===== src/rtl/counter_pkg.sv =====
// counter_pkg: shared state type, width defaults and constants for the gate controller
package counter_pkg;

    localparam int CNT_W_DEF  = 16;
    localparam int GATE_W_DEF = 24;

    localparam logic [CNT_W_DEF-1:0] CNT_ONES = '1;

    typedef enum logic [1:0] {
        IDLE,
        CLR,
        GATE,
        SETTLE
    } state_t;

endpackage


===== src/rtl/counter_gate_ctrl_gate_timer.sv =====
// gate_timer: loadable down-counter that times the gate window
module gate_timer #(
    parameter int W = 24
) (
    input  logic         i_sysclk,
    input  logic         i_sysrst,
    input  logic         load,
    input  logic         dec,
    input  logic [W-1:0] load_val,
    output logic         zero
);

    logic [W-1:0] cnt;

    always_ff @(posedge i_sysclk or posedge i_sysrst)
        if (i_sysrst)
            cnt <= '0;
        else if (load)
            cnt <= load_val;
        else if (dec)
            cnt <= cnt - W'(1);

    assign zero = cnt == '0;

endmodule


===== src/rtl/counter_gate_ctrl.sv =====
// counter_gate_ctrl: gates the capture counter for a timed window and hands the count to the host
module counter_gate_ctrl
    import counter_pkg::*;
#(
    parameter int CNT_W  = CNT_W_DEF,
    parameter int GATE_W = GATE_W_DEF
) (
    input  logic              i_sysclk,
    input  logic              i_sysrst,
    input  logic              i_start,
    input  logic              i_stop,
    input  logic              i_cont,
    input  logic [GATE_W-1:0] i_gate_len,
    input  logic              i_ic_flg,
    input  logic [CNT_W-1:0]  i_cnt,
    output logic              o_cnt_clr,
    output logic              o_cnt_en,
    output logic              o_busy,
    output logic [CNT_W-1:0]  o_res,
    output logic              o_res_ovf,
    output logic              o_res_lost,
    output logic              o_res_vld,
    input  logic              i_res_ack
);

    state_t state, state_nxt;
    logic clr_nxt, en_nxt, tmr_zero, trk, latch;
    logic [GATE_W-1:0] len_m1;

    // a zero length still opens the gate for one cycle
    assign len_m1 = (i_gate_len == '0) ? '0 : i_gate_len - GATE_W'(1);

    gate_timer #(.W(GATE_W)) u_timer (
        .i_sysclk (i_sysclk),
        .i_sysrst (i_sysrst),
        .load     (state_nxt == CLR),
        .dec      (state == GATE && !tmr_zero),
        .load_val (len_m1),
        .zero     (tmr_zero)
    );

    always_ff @(posedge i_sysclk or posedge i_sysrst)
        if (i_sysrst) begin
            state     <= IDLE;
            o_cnt_clr <= 1'b0;
            o_cnt_en  <= 1'b0;
        end else begin
            state     <= state_nxt;
            o_cnt_clr <= clr_nxt;
            o_cnt_en  <= en_nxt;
        end

    always_comb begin
        state_nxt = state;
        case (state)
            IDLE:    state_nxt = i_start ? CLR : IDLE;
            CLR:     state_nxt = GATE;
            GATE:    state_nxt = tmr_zero ? SETTLE : GATE;
            SETTLE:  state_nxt = i_cont ? CLR : IDLE;
            default: state_nxt = IDLE;
        endcase
        if (i_stop)
            state_nxt = IDLE;
    end

    always_comb begin
        clr_nxt = state_nxt == CLR;
        en_nxt  = state_nxt == GATE;
        latch   = state == SETTLE && !i_stop;
    end

    assign o_busy = state != IDLE;

    always_ff @(posedge i_sysclk or posedge i_sysrst)
        if (i_sysrst)
            trk <= 1'b0;
        else if (state == CLR)
            trk <= 1'b0;
        else if (state == GATE && i_ic_flg && &i_cnt)
            trk <= 1'b1;

    // a latch coinciding with an ack keeps the new result and is not a loss
    always_ff @(posedge i_sysclk or posedge i_sysrst)
        if (i_sysrst) begin
            o_res      <= '0;
            o_res_ovf  <= 1'b0;
            o_res_lost <= 1'b0;
            o_res_vld  <= 1'b0;
        end else if (latch) begin
            o_res      <= i_cnt;
            o_res_ovf  <= trk;
            o_res_lost <= o_res_vld && !i_res_ack;
            o_res_vld  <= 1'b1;
        end else if (o_res_vld && i_res_ack) begin
            o_res_ovf  <= 1'b0;
            o_res_lost <= 1'b0;
            o_res_vld  <= 1'b0;
        end

endmodule

===== config.mk =====
export PLATFORM = sky130hd
export DESIGN_NAME = counter_gate_ctrl
export DESIGN_NICKNAME = d
export VERILOG_FILES = /design/src/rtl/counter_pkg.sv /design/src/rtl/counter_gate_ctrl_gate_timer.sv /design/src/rtl/counter_gate_ctrl.sv
export SDC_FILE = /design/constraint.sdc
export NUM_CORES = 1
export LEC_CHECK = 0
export ABC_AREA = 1
export CAP_MARGIN = 30
export CORE_ASPECT_RATIO = 1.2
export CORE_MARGIN = 3
export CORE_UTILIZATION = 53
export DETAILED_ROUTE_END_ITERATION = 7
export PLACE_DENSITY_LB_ADDON = 0.08
export SETUP_SLACK_MARGIN = 0.1
export SYNTH_ARGS = -nofsm -noshare
export SYNTH_HDL_FRONTEND = slang
export SYNTH_SLANG_ARGS = --single-unit

===== constraint.sdc =====
create_clock -name i_sysclk -period 2.4 [get_ports i_sysclk]
set_input_delay 0.24 -clock i_sysclk [delete_from_list [all_inputs] [get_ports i_sysclk]]
set_output_delay 0.24 -clock i_sysclk [all_outputs]
set_load 0.05 [all_outputs]

== Yosys cells after proc, flatten, opt, wreduce, memory -nomap -nowiden ==
Cells that the tools add are included.
Operators by class
  add/sub/neg operators: 2
  equal/unequal tests: 5
  mux-type cells: 14
  reduce and logical (&&, ||, !) cells: 17
Operator list (number)
  $mux W24: 3
  $logic_not A24 Y1: 2
  $sub A24 B1 Y24 const B: 2
  $reduce_and A16 Y1: 1
  $mux W1: 9
  $pmux W2 S4: 1
  $reduce_bool A2 Y1: 4
  $eq A2 B2 Y1 const B: 3
  $logic_and A1 B1 Y1: 6
  $eq A2 B1 Y1 const B: 2
  $logic_not A1 Y1: 3
  $logic_not A2 Y1: 1
  $mux W2: 1
Storage, ports and cells
  register bits after elaboration: 48
  input bits: 47
  logic and storage cells: 47

== Logic depth before layout (Yosys ltp) ==
Gate-level depths: netlist (run 1).
  depth after elaboration: 6
  mapped depth: 14
  gate-level depth less buffers: 13

== Cells and area by module ==
A second synthesis (run 1) with hierarchy kept.
Unflattened totals
  cell total of the unflattened synthesis: 502
  area, all modules: 3626.0 µm²
Modules (own cells, without submodules)
  counter_gate_ctrl: times used 1, cells each 266, area each 1875.5 µm², seq. area each 600.6 µm²
  gate_timer: times used 1, cells each 236, area each 1750.4 µm², seq. area each 600.6 µm²

== Worst setup path after synthesis (run 1) ==
Ideal clock, no wire load.
  path type: register -> register
  start point: register u_timer.cnt[0]
  end point: register u_timer.cnt[5]
  library setup time: 124 ps
  data arrival time: 1518 ps
  path slack: 759 ps
  stages on the path, launching flop included: 14
  buffers on the path: 2
  cell sequence: dfrtp_1 > inv_1 > ha_1 > nand3_1 > nor2_2 > nand4_1 > nand2_2 > nand3_2 > buf_6 > nand2_8 > inv_6 > buf_6 > nand2_2 > nand3_1
Between the ends
  word-level cells in the longest chain between the ends: 6
Ends and longest elaborated chain
  from (decl): line counter_gate_ctrl_gate_timer.sv:13  | logic [W-1:0] cnt;
  from (signal assigned): line counter_gate_ctrl_gate_timer.sv:19  | cnt <= load_val;
  from (signal assigned): line counter_gate_ctrl_gate_timer.sv:21  | cnt <= cnt - W'(1);
  branches (longest 6 deep; another with $sub A24 B1 Y24)
Several ways; the timed one is not identified. The select of a mux whose other input is x is not followed.
A chain may end at the register's enable or synchronous reset.

== Final worst setup path (run 1) ==
  start point: register state[0]
  end point: output o_busy
Between the ends
  word-level cells in the longest chain between the ends: 1
Ends and longest elaborated chain
  from (decl): line counter_gate_ctrl.sv:26  | state_t state, state_nxt;
  from (signal assigned): line counter_gate_ctrl.sv:48  | state <= state_nxt;
  $reduce_bool A2 Y1: line counter_gate_ctrl.sv:72  | assign o_busy = state != IDLE;
  to (decl): line counter_gate_ctrl.sv:18  | output logic o_busy,
Every way passes these cells.

==> flow_summary.ini, run 1 <==
[yosys]
synth_ff_type = dfrtp_1
mappedNetlistArea_um2 = 3500
synthDistinctLibCells = 33
yosysSeqAreaShare_pct = 34.3
async_reset_ff_share_pct = 100
synth-edff-count = 0
yosysWarnings = 0
avgSynthCellArea_um2 = 6.59
synth_nets = 587
synthCells = 531
synth_seq_cells = 48

[placed_design]
io_buffers = 68
preCtsSetupSlack_ns = 0.207
dp_cells = 677
gp_congestion = 0.948
hpwl_mm = 7.66

[power]
peakVddDrop_mv = 0.711
p_leak_nw = 2.12
power_density_nw_per_um2 = 968
totalPowerFinal_mw = 4.21

[clock_network]
htreeDepth = 2
cts.repair.resized = 0
clk_pin_slew_worst_paths_ns = 0.09
clock_latency_ns = 0.30
cts_buffers = 5
root_buffer = clkbuf_8
postCtsSetupBuffers = 0
postCtsHoldBufs = 0
clk_path_buf_depth = 2
cts.sink_count = 48
cts_tree = built

[setup_path]
crit_chain = inv_1 -> ha_1 -> inv_1 -> clkdlybuf4s50_1
worst-path-buf-inv = 3
cpMostUsedCell = inv_1
cp-start-kind = flip-flop
crit_family = buffers and inverters
slowest_delay_ns = 0.79
cp-end-kind = primary output
reg2reg_depth = 11
crit_type = flip-flop to primary output
path_depth = 4
critPathRequiredTime_ns = 2.16
critical_path.max_fanout = 3
crit_arrival_ns = 1.85
crit_slowest_cell = clkdlybuf4s50_1

[sta]
post-route-period-util_pct = 86.9
slew_violations = 0
whs_ns = 0.207
slew_headroom_pct = 66.7
skew_ns = 0.00919
fin_tns_setup_ns = 0
fmax_ghz = 0.479
fin_crit_ns = 2.09
hold_violations = 0
setup_viol = 0
rsz0062_at_grt = false
worst_pin_slew_ns = 0.498
fin_ws_ns = 0.314

[cells_and_area]
layout.nets = 658
layout_common_cells = nand2_1, nor2_1, clkdlybuf4s50_1
fin_cells = 684
final_common_cell = nand2_1
diodes = 0
layout-drive-gt1-share_pct = 5.48
area_growth_pct = 24.3
nFillCells = 544

[drt]
drtPass1Iterations = 5
antenna_left = 0
dr_total_vias = 3582
viasPerCell = 5.24
drc = 0
routedWlPerCell_um = 13.7
wirelength_mm = 9.37
drt-initial-drc-count = 238

[die]
fp.dieW_um = 80.2
io_pins = 69
rows = 31
dieArea_um2 = 7620
initial_core_util_pct = 56.4
core_um2 = 6210
die_h_um = 95

[min_path]
min_path_type = input port to async pin

[global_routing]
grt_antenna_before_repair = 0
grt_pass1_vias = 3474
grt_max_degree = 33
grt_use_total_pct = 26.1
grt_pass1_wl_mm = 15.6
overflow = 0

[run_status]
outcome = finished, final reports clean

[flow_run]
cap_viol_max_count = 0
-- per-layer routing --
layer / track usage (%) / vias up / wire, um
met1: 30.1 / 1651 / 3760
met2: 49.0 / 113 / 4910
li1: - / 1804 / -
met4: 8.03 / 0 / 183
met5: 0 / - / 0
met3: 3.91 / 14 / 512
-- final timing paths --
check                                  endpoint           start  slack, ns
worst max-delay path                     o_busy        state[0]       0.31
worst min-delay path            u_timer.cnt[22]        i_sysrst       0.21
worst max register to register  u_timer.cnt[19]  u_timer.cnt[8]       0.36
worst min register to register         o_res[3]        o_res[3]       0.48
max in group asynchronous       u_timer.cnt[17]        i_sysrst       1.64
min in group i_sysclk                  o_res[3]        o_res[3]       0.48
-- power breakdown --
group / switching (mW) / internal, mW / total [mW]
Clock: 0.265 / 0.230 / 0.495
Sequential: 0.278 / 1.13 / 1.41
Combinational: 1.50 / 0.804 / 2.30
Total: 2.04 / 2.17 / 4.21
-- cells in the mapped netlist, types with 4 or more instances --
library cell	number	share of area (%)
nor2_2	7	1.3
dfrtp_1	48	34
nor2_1	86	9.2
xnor2_1	6	1.5
ha_1	9	3.2
a21oi_1	4	0.57
nand4_1	9	1.6
inv_1	66	7.1
nand2_1	161	17
nand3_1	46	6.6
buf_6	4	1.3
clkbuf_1	4	0.43
xor2_1	19	4.8
o21ai_0	30	4.3
nor3_1	4	0.57
-- sequential cells by signal (all words and copies together), names as in the netlist --
| name | count |
|---|---|
| o_cnt_clr | 1 |
| trk | 1 |
| o_cnt_en | 1 |
| state | 2 |
| u_timer.cnt | 24 |
| o_res_lost | 1 |
| o_res_ovf | 1 |
| o_res_vld | 1 |
| o_res | 16 |
-- cell type report --
type,instances,area (um2),area share [%]
inverter,68,260,5.99
clock buffer,6,82.6,1.90
clock inverter,1,8.76,0.201
tap,82,103,2.36
sequential,48,1200,27.6
multi-input combinational,404,1960,45.1
timing repair buffer,75,733,16.9
-- through the flow --
stage	area, um2	util [%]
finish	4350	70.1
global placement	4260	68.6
detailed placement	4260	68.6
global route	4350	70.1
floorplan	3500	-
CTS	4350	70.1
-- logic make-up after synthesis --
family          after synthesis  synth area share (%)
buf+inv                      79                  9.66
flops                        48                  34.3
compound gates               44                  6.87
mux                           2                 0.644
simple gates                324                  39.0
fa+ha+maj                     9                  3.22
xor+xnor                     25                  6.26
(Power assumes the default switching activity.)
==> run 2: changes to the inputs <==
--- a/config.mk
+++ b/config.mk
@@ -11,6 +11,7 @@
 export CORE_MARGIN = 3
 export CORE_UTILIZATION = 53
 export DETAILED_ROUTE_END_ITERATION = 7
+export MAX_ROUTING_LAYER = met4
 export PLACE_DENSITY_LB_ADDON = 0.08
 export SETUP_SLACK_MARGIN = 0.1
 export SYNTH_ARGS = -nofsm -noshare
==> flow_summary.ini, run 2 (same netlist as run 1, synthesis figures left out) <==
[drt]
drtPass1Iterations = 4
antenna_left = 0
routedWlPerCell_um = 14.2
viasPerCell = 5.25
drc = 0
drt-initial-drc-count = 163
wirelength_mm = 9.72
dr_total_vias = 3594

[die]
io_pins = 69
rows = 31
die_h_um = 95
fp.dieW_um = 80.2
initial_core_util_pct = 56.4
dieArea_um2 = 7620
core_um2 = 6210

[sta]
slew_violations = 0
rsz0062_at_grt = false
hold_violations = 0
setup_viol = 0
worst_pin_slew_ns = 0.519
fin_tns_setup_ns = 0
post-route-period-util_pct = 88.9
fin_crit_ns = 2.13
skew_ns = 0.0244
fmax_ghz = 0.469
slew_headroom_pct = 65.3

[setup_path]
crit_type = flip-flop to flip-flop
cp-start-kind = flip-flop
critical_path.max_fanout = 27
cp-end-kind = flip-flop
rrSetupSlack_ns = 0.27
crit_chain = inv_1 -> ha_1 -> nand3_1 -> nor2_2 -> nand4_1 -> nand2_2 -> nand3_2 -> buf_4 -> nand2_8 -> inv_6 -> nand2_1 -> nand3_1
crit_arrival_ns = 2.31
slowest_delay_ns = 0.41
cpMostUsedCell = nand3_1
crit_slowest_cell = dfrtp_1
critPathRequiredTime_ns = 2.58

[flow_run]
cap_viol_max_count = 0

[cells_and_area]
area_growth_pct = 24.4
diodes = 0
final_common_cell = nand2_1
fin_cells = 685
layout-drive-gt1-share_pct = 5.64
layout.nets = 658
largest-register = u_timer.cnt
layout_common_cells = nand2_1, nor2_1, clkdlybuf4s50_1
top_regs = u_timer.cnt x24, o_res x16, state x2
stdcell_area_um2 = 4350
largest_reg_flops = 24

[power]
p_leak_nw = 2.13
pwr-share-comb_pct = 54.3
pwr-share-clk_pct = 12.4
internal-power_mw = 2.17
seqPwrFrac_pct = 33.4
p_sw_mw = 2.06
totalPowerFinal_mw = 4.23
swShare_pct = 48.7
peakVddDrop_mv = 0.602
power_density_nw_per_um2 = 972

[run_status]
outcome = finished, final reports clean

[global_routing]
grt_antenna_before_repair = 0
overflow = 0
grt_pass1_wl_mm = 15.8
grt_max_degree = 33
grt_use_total_pct = 27.5
grt_pass1_vias = 3568

[placed_design]
dp_cells = 677
gp_congestion = 0.958
place_area_um2 = 4260
io_buffers = 68
hpwl_mm = 7.82

[clock_network]
clock_latency_ns = 0.31
root_buffer = clkbuf_8
cts.repair.resized = 0
htreeDepth = 2
postCtsSetupBuffers = 0
cts.sink_count = 48
cts_buffers = 5
postCtsHoldBufs = 0
clk_pin_slew_worst_paths_ns = 0.10
clk_path_buf_depth = 2
cts_tree = built

[min_path]
min_path_type = input port to async pin
## run 2: changes by cell type in the layout (fill, tap and decap cells not counted)
cell,before,now
inv_6,1,2
clkinv_4,1,0
clkinv_2,0,1
## run 2: metrics by stage
step	hold WS (ns)	setup WS, ns	util [%]
3_5_place_dp	0.465	0.198	68.6
6_report	0.267	0.267	70.1
4_1_cts	0.287	0.298	70.1
2_1_floorplan	0.306	0.759	-
5_1_grt	0.307	0.135	70.1
3_3_place_gp	0.464	0.233	68.6
## run 2: area by class of cell
cell class / count / area, um2
Clock buffer: 6 / 82.6
Inverter: 68 / 260
Timing Repair Buffer: 75 / 733
Tap cell: 82 / 103
Fill cell: 578 / 1850
Clock inverter: 2 / 13.8
Sequential cell: 48 / 1200
Multi-Input combinational cell: 404 / 1960
## run 2: per-layer routing
metal | vias up | track usage, % | part of all wire (%)
li1 | 1804 | - | -
met1 | 1646 | 29.2 | 39
met2 | 116 | 50.0 | 51
met3 | 28 | 4.01 | 6.3
met4 | 0 | 12.3 | 3.9
met5 | - | - | 0
## run 2: critical path: cells and delay by family (launching register included)
family                     cells  cell delay, ns
adders and majority gates      1            0.16
buffers and inverters          3            0.46
DFF                            1            0.41
and+or+nand+nor                8            0.95
## run 2: path summary, 6_finish.rpt
path                                 start         endpoint  cells past startpoint
max                         u_timer.cnt[0]  u_timer.cnt[19]                     12
min                               i_sysrst        o_res[12]                      2
max reg2reg                 u_timer.cnt[0]  u_timer.cnt[19]                     12
min reg2reg                u_timer.cnt[22]  u_timer.cnt[22]                      2
max in group asynchronous         i_sysrst         o_res[0]                      3
min in group i_sysclk      u_timer.cnt[22]  u_timer.cnt[22]                      2
## run 2: power by group through the flow
| stage | combinational [mW] | clock, mW | sequential, mW |
|---|---|---|---|
| 2_1_floorplan | 1.22 | 0 | 1.82 |
| 4_1_cts | 2.30 | 0.532 | 1.41 |
| 6_report | 2.30 | 0.523 | 1.41 |
| 5_1_grt | 2.56 | 0.552 | 1.45 |
| 3_3_place_gp | 2.24 | 0 | 1.41 |
| 3_5_place_dp | 2.29 | 0 | 1.42 |
==> run 3: changes to the inputs <==
--- a/config.mk
+++ b/config.mk
@@ -9,11 +9,12 @@
 export CAP_MARGIN = 30
 export CORE_ASPECT_RATIO = 1.2
 export CORE_MARGIN = 3
-export CORE_UTILIZATION = 53
+export CORE_UTILIZATION = 47
 export DETAILED_ROUTE_END_ITERATION = 7
 export MAX_ROUTING_LAYER = met4
 export PLACE_DENSITY_LB_ADDON = 0.08
 export SETUP_SLACK_MARGIN = 0.1
+export SKIP_LAST_GASP = 1
 export SYNTH_ARGS = -nofsm -noshare
 export SYNTH_HDL_FRONTEND = slang
 export SYNTH_SLANG_ARGS = --single-unit
==> constraint.sdc (replaced) <==
create_clock -name i_sysclk -period 1.85 [get_ports i_sysclk]
set_input_delay 0.185 -clock i_sysclk [delete_from_list [all_inputs] [get_ports i_sysclk]]
set_output_delay 0.185 -clock i_sysclk [all_outputs]
set_load 0.1 [all_outputs]
==> flow_summary.ini, run 3 (same netlist as run 1, synthesis figures left out) <==
[drt]
viasPerCell = 5.07
drc = 0
drtPass1Iterations = 5
antenna_left = 0
wirelength_mm = 11.0
drt-initial-drc-count = 238
dr_total_vias = 3961
routedWlPerCell_um = 14.1

[clock_network]
postCtsHoldBufs = 0
clock_latency_ns = 0.30
htreeDepth = 2
cts_tree = built
cts.sink_count = 48
clk_path_buf_depth = 2
root_buffer = clkbuf_8
cts_buffers = 5
clk_pin_slew_worst_paths_ns = 0.08

[cells_and_area]
area_growth_pct = 47.6
layout-drive-gt1-share_pct = 24.2
layout.nets = 749
largest_reg_flops = 24
diodes = 0
top_regs = u_timer.cnt x24, o_res x16, state x2
fin_cells = 781
post-route-util_pct = 73.6
final_common_cell = nand2_1
largest-register = u_timer.cnt
layout_common_cells = nand2_1, buf_4, nor2_1

[global_routing]
grt_pass1_wl_mm = 17.0
grtUsageMet3_pct = 2.04
met1_usage_pct = 26.5
grt_pass1_vias = 3846
grt_antenna_before_repair = 0
grt_use_total_pct = 25.5
use_met2_pct = 49.5
grt_max_degree = 33
overflow = 0
busiest_layer = met2

[setup_path]
cp-end-kind = flip-flop
crit_type = flip-flop to flip-flop
critical_path.max_fanout = 10
cpMostUsedCell = nand2_1
reg2reg_depth = 11
crit_family = simple AND/OR/NAND/NOR gates
critPathRequiredTime_ns = 2.09
r2r-start = u_timer.cnt[8]
worst-path-buf-inv = 2
cp-start-kind = flip-flop
crit_chain = nor2_1 -> nand2_1 -> nor2_2 -> nand4_1 -> nand2_2 -> nand3_4 -> buf_12 -> nand2_8 -> buf_6 -> nand3_1 -> nand2_1
worst_r2r_endpoint = u_timer.cnt[12]
crit_arrival_ns = 2.04
slowest_delay_ns = 0.41
rrSetupSlack_ns = 0.04
crit_slowest_cell = dfrtp_1

[power]
swShare_pct = 51.7
pwr-share-comb_pct = 66.3
p_leak_nw = 2.64
seqPwrFrac_pct = 24.6
p_sw_mw = 3.70
power_density_nw_per_um2 = 1380
pwr-share-clk_pct = 9.1
internal-power_mw = 3.45
peakVddDrop_mv = 1.24

[sta]
fin_crit_ns = 1.81
worst_pin_slew_ns = 0.472
rsz0062_at_grt = true
fin_tns_setup_ns = 0
whs_ns = 0.210
fmax_ghz = 0.554
setup_viol = 0
fin_ws_ns = 0.0443
skew_ns = 0.00760
slew_violations = 0
slew_headroom_pct = 68.2
post-route-period-util_pct = 97.6
hold_violations = 0

[die]
die_h_um = 101
core_um2 = 7020
initial_core_util_pct = 49.8
io_pins = 69
dieArea_um2 = 8520
fp.dieW_um = 84.8
rows = 33

[placed_design]
gp_congestion = 0.919
io_buffers = 68
dp_cells = 766
preCtsSetupSlack_ns = -0.138
hpwl_mm = 8.35

[min_path]
min_path_type = input port to async pin

[flow_run]
cap_viol_max_count = 0

[run_status]
outcome = finished, final reports clean
-- run 3: worst reg2reg max path: stages, from the launching register on --
cell     delay, ns
dfrtp_1       0.41
nor2_1        0.16
nand2_1       0.11
nor2_2        0.14
nand4_1       0.13
nand2_2       0.12
nand3_4       0.13
buf_12        0.19
nand2_8       0.07
buf_6         0.14
nand3_1       0.08
nand2_1       0.06
-- run 3: metrics by stage --
stage / power (mW) / cell area (um2)
after floorplan: 4.62 / 3500
after global placement: 6.04 / 4900
after detailed placement: 6.14 / 4900
after CTS: 6.87 / 5030
after global routing: 7.58 / 5160
final: 7.14 / 5160
-- run 3: repair_timing --
action | CTS | global route
setup buffers | 1 | 5
setup endpoints to repair | 24 | 24
pin swaps | 1 | 4
gates cloned | 0 | 1
gates resized for setup | 9 | 22
-- run 3: power by group through the flow --
stage	clock network, mW	logic [mW]	registers (mW)
floorplan	0	1.62	3.00
global placement	0	4.32	1.72
detailed placement	0	4.40	1.74
CTS	0.663	4.48	1.73
global route	0.699	5.08	1.80
finish	0.650	4.74	1.75
-- run 3: layout make-up --
type,instances,area [um2]
multi-input combinational,404,2050
fill,574,1860
timing repair buffer,166,1450
sequential,48,1200
inverter,68,263
tap,87,109
clock buffer,7,86.3
clock inverter,1,7.51
-- run 3: worst max path at each step --
stage                          startpoint         endpoint  depth (start not counted)
after global routing       u_timer.cnt[6]   u_timer.cnt[8]                         10
after global placement      i_gate_len[0]  u_timer.cnt[18]                         13
final                      u_timer.cnt[8]  u_timer.cnt[12]                         11
after CTS                 u_timer.cnt[16]  u_timer.cnt[12]                         11
after floorplan            u_timer.cnt[0]   u_timer.cnt[5]                         13
after detailed placement   i_gate_len[11]  u_timer.cnt[19]                         13
-- run 3: layer usage --
layer	wire length, um	up-vias
met1	4240	1787
met3	514	32
met5	0	-
met4	354	0
met2	5880	149
li1	-	1993
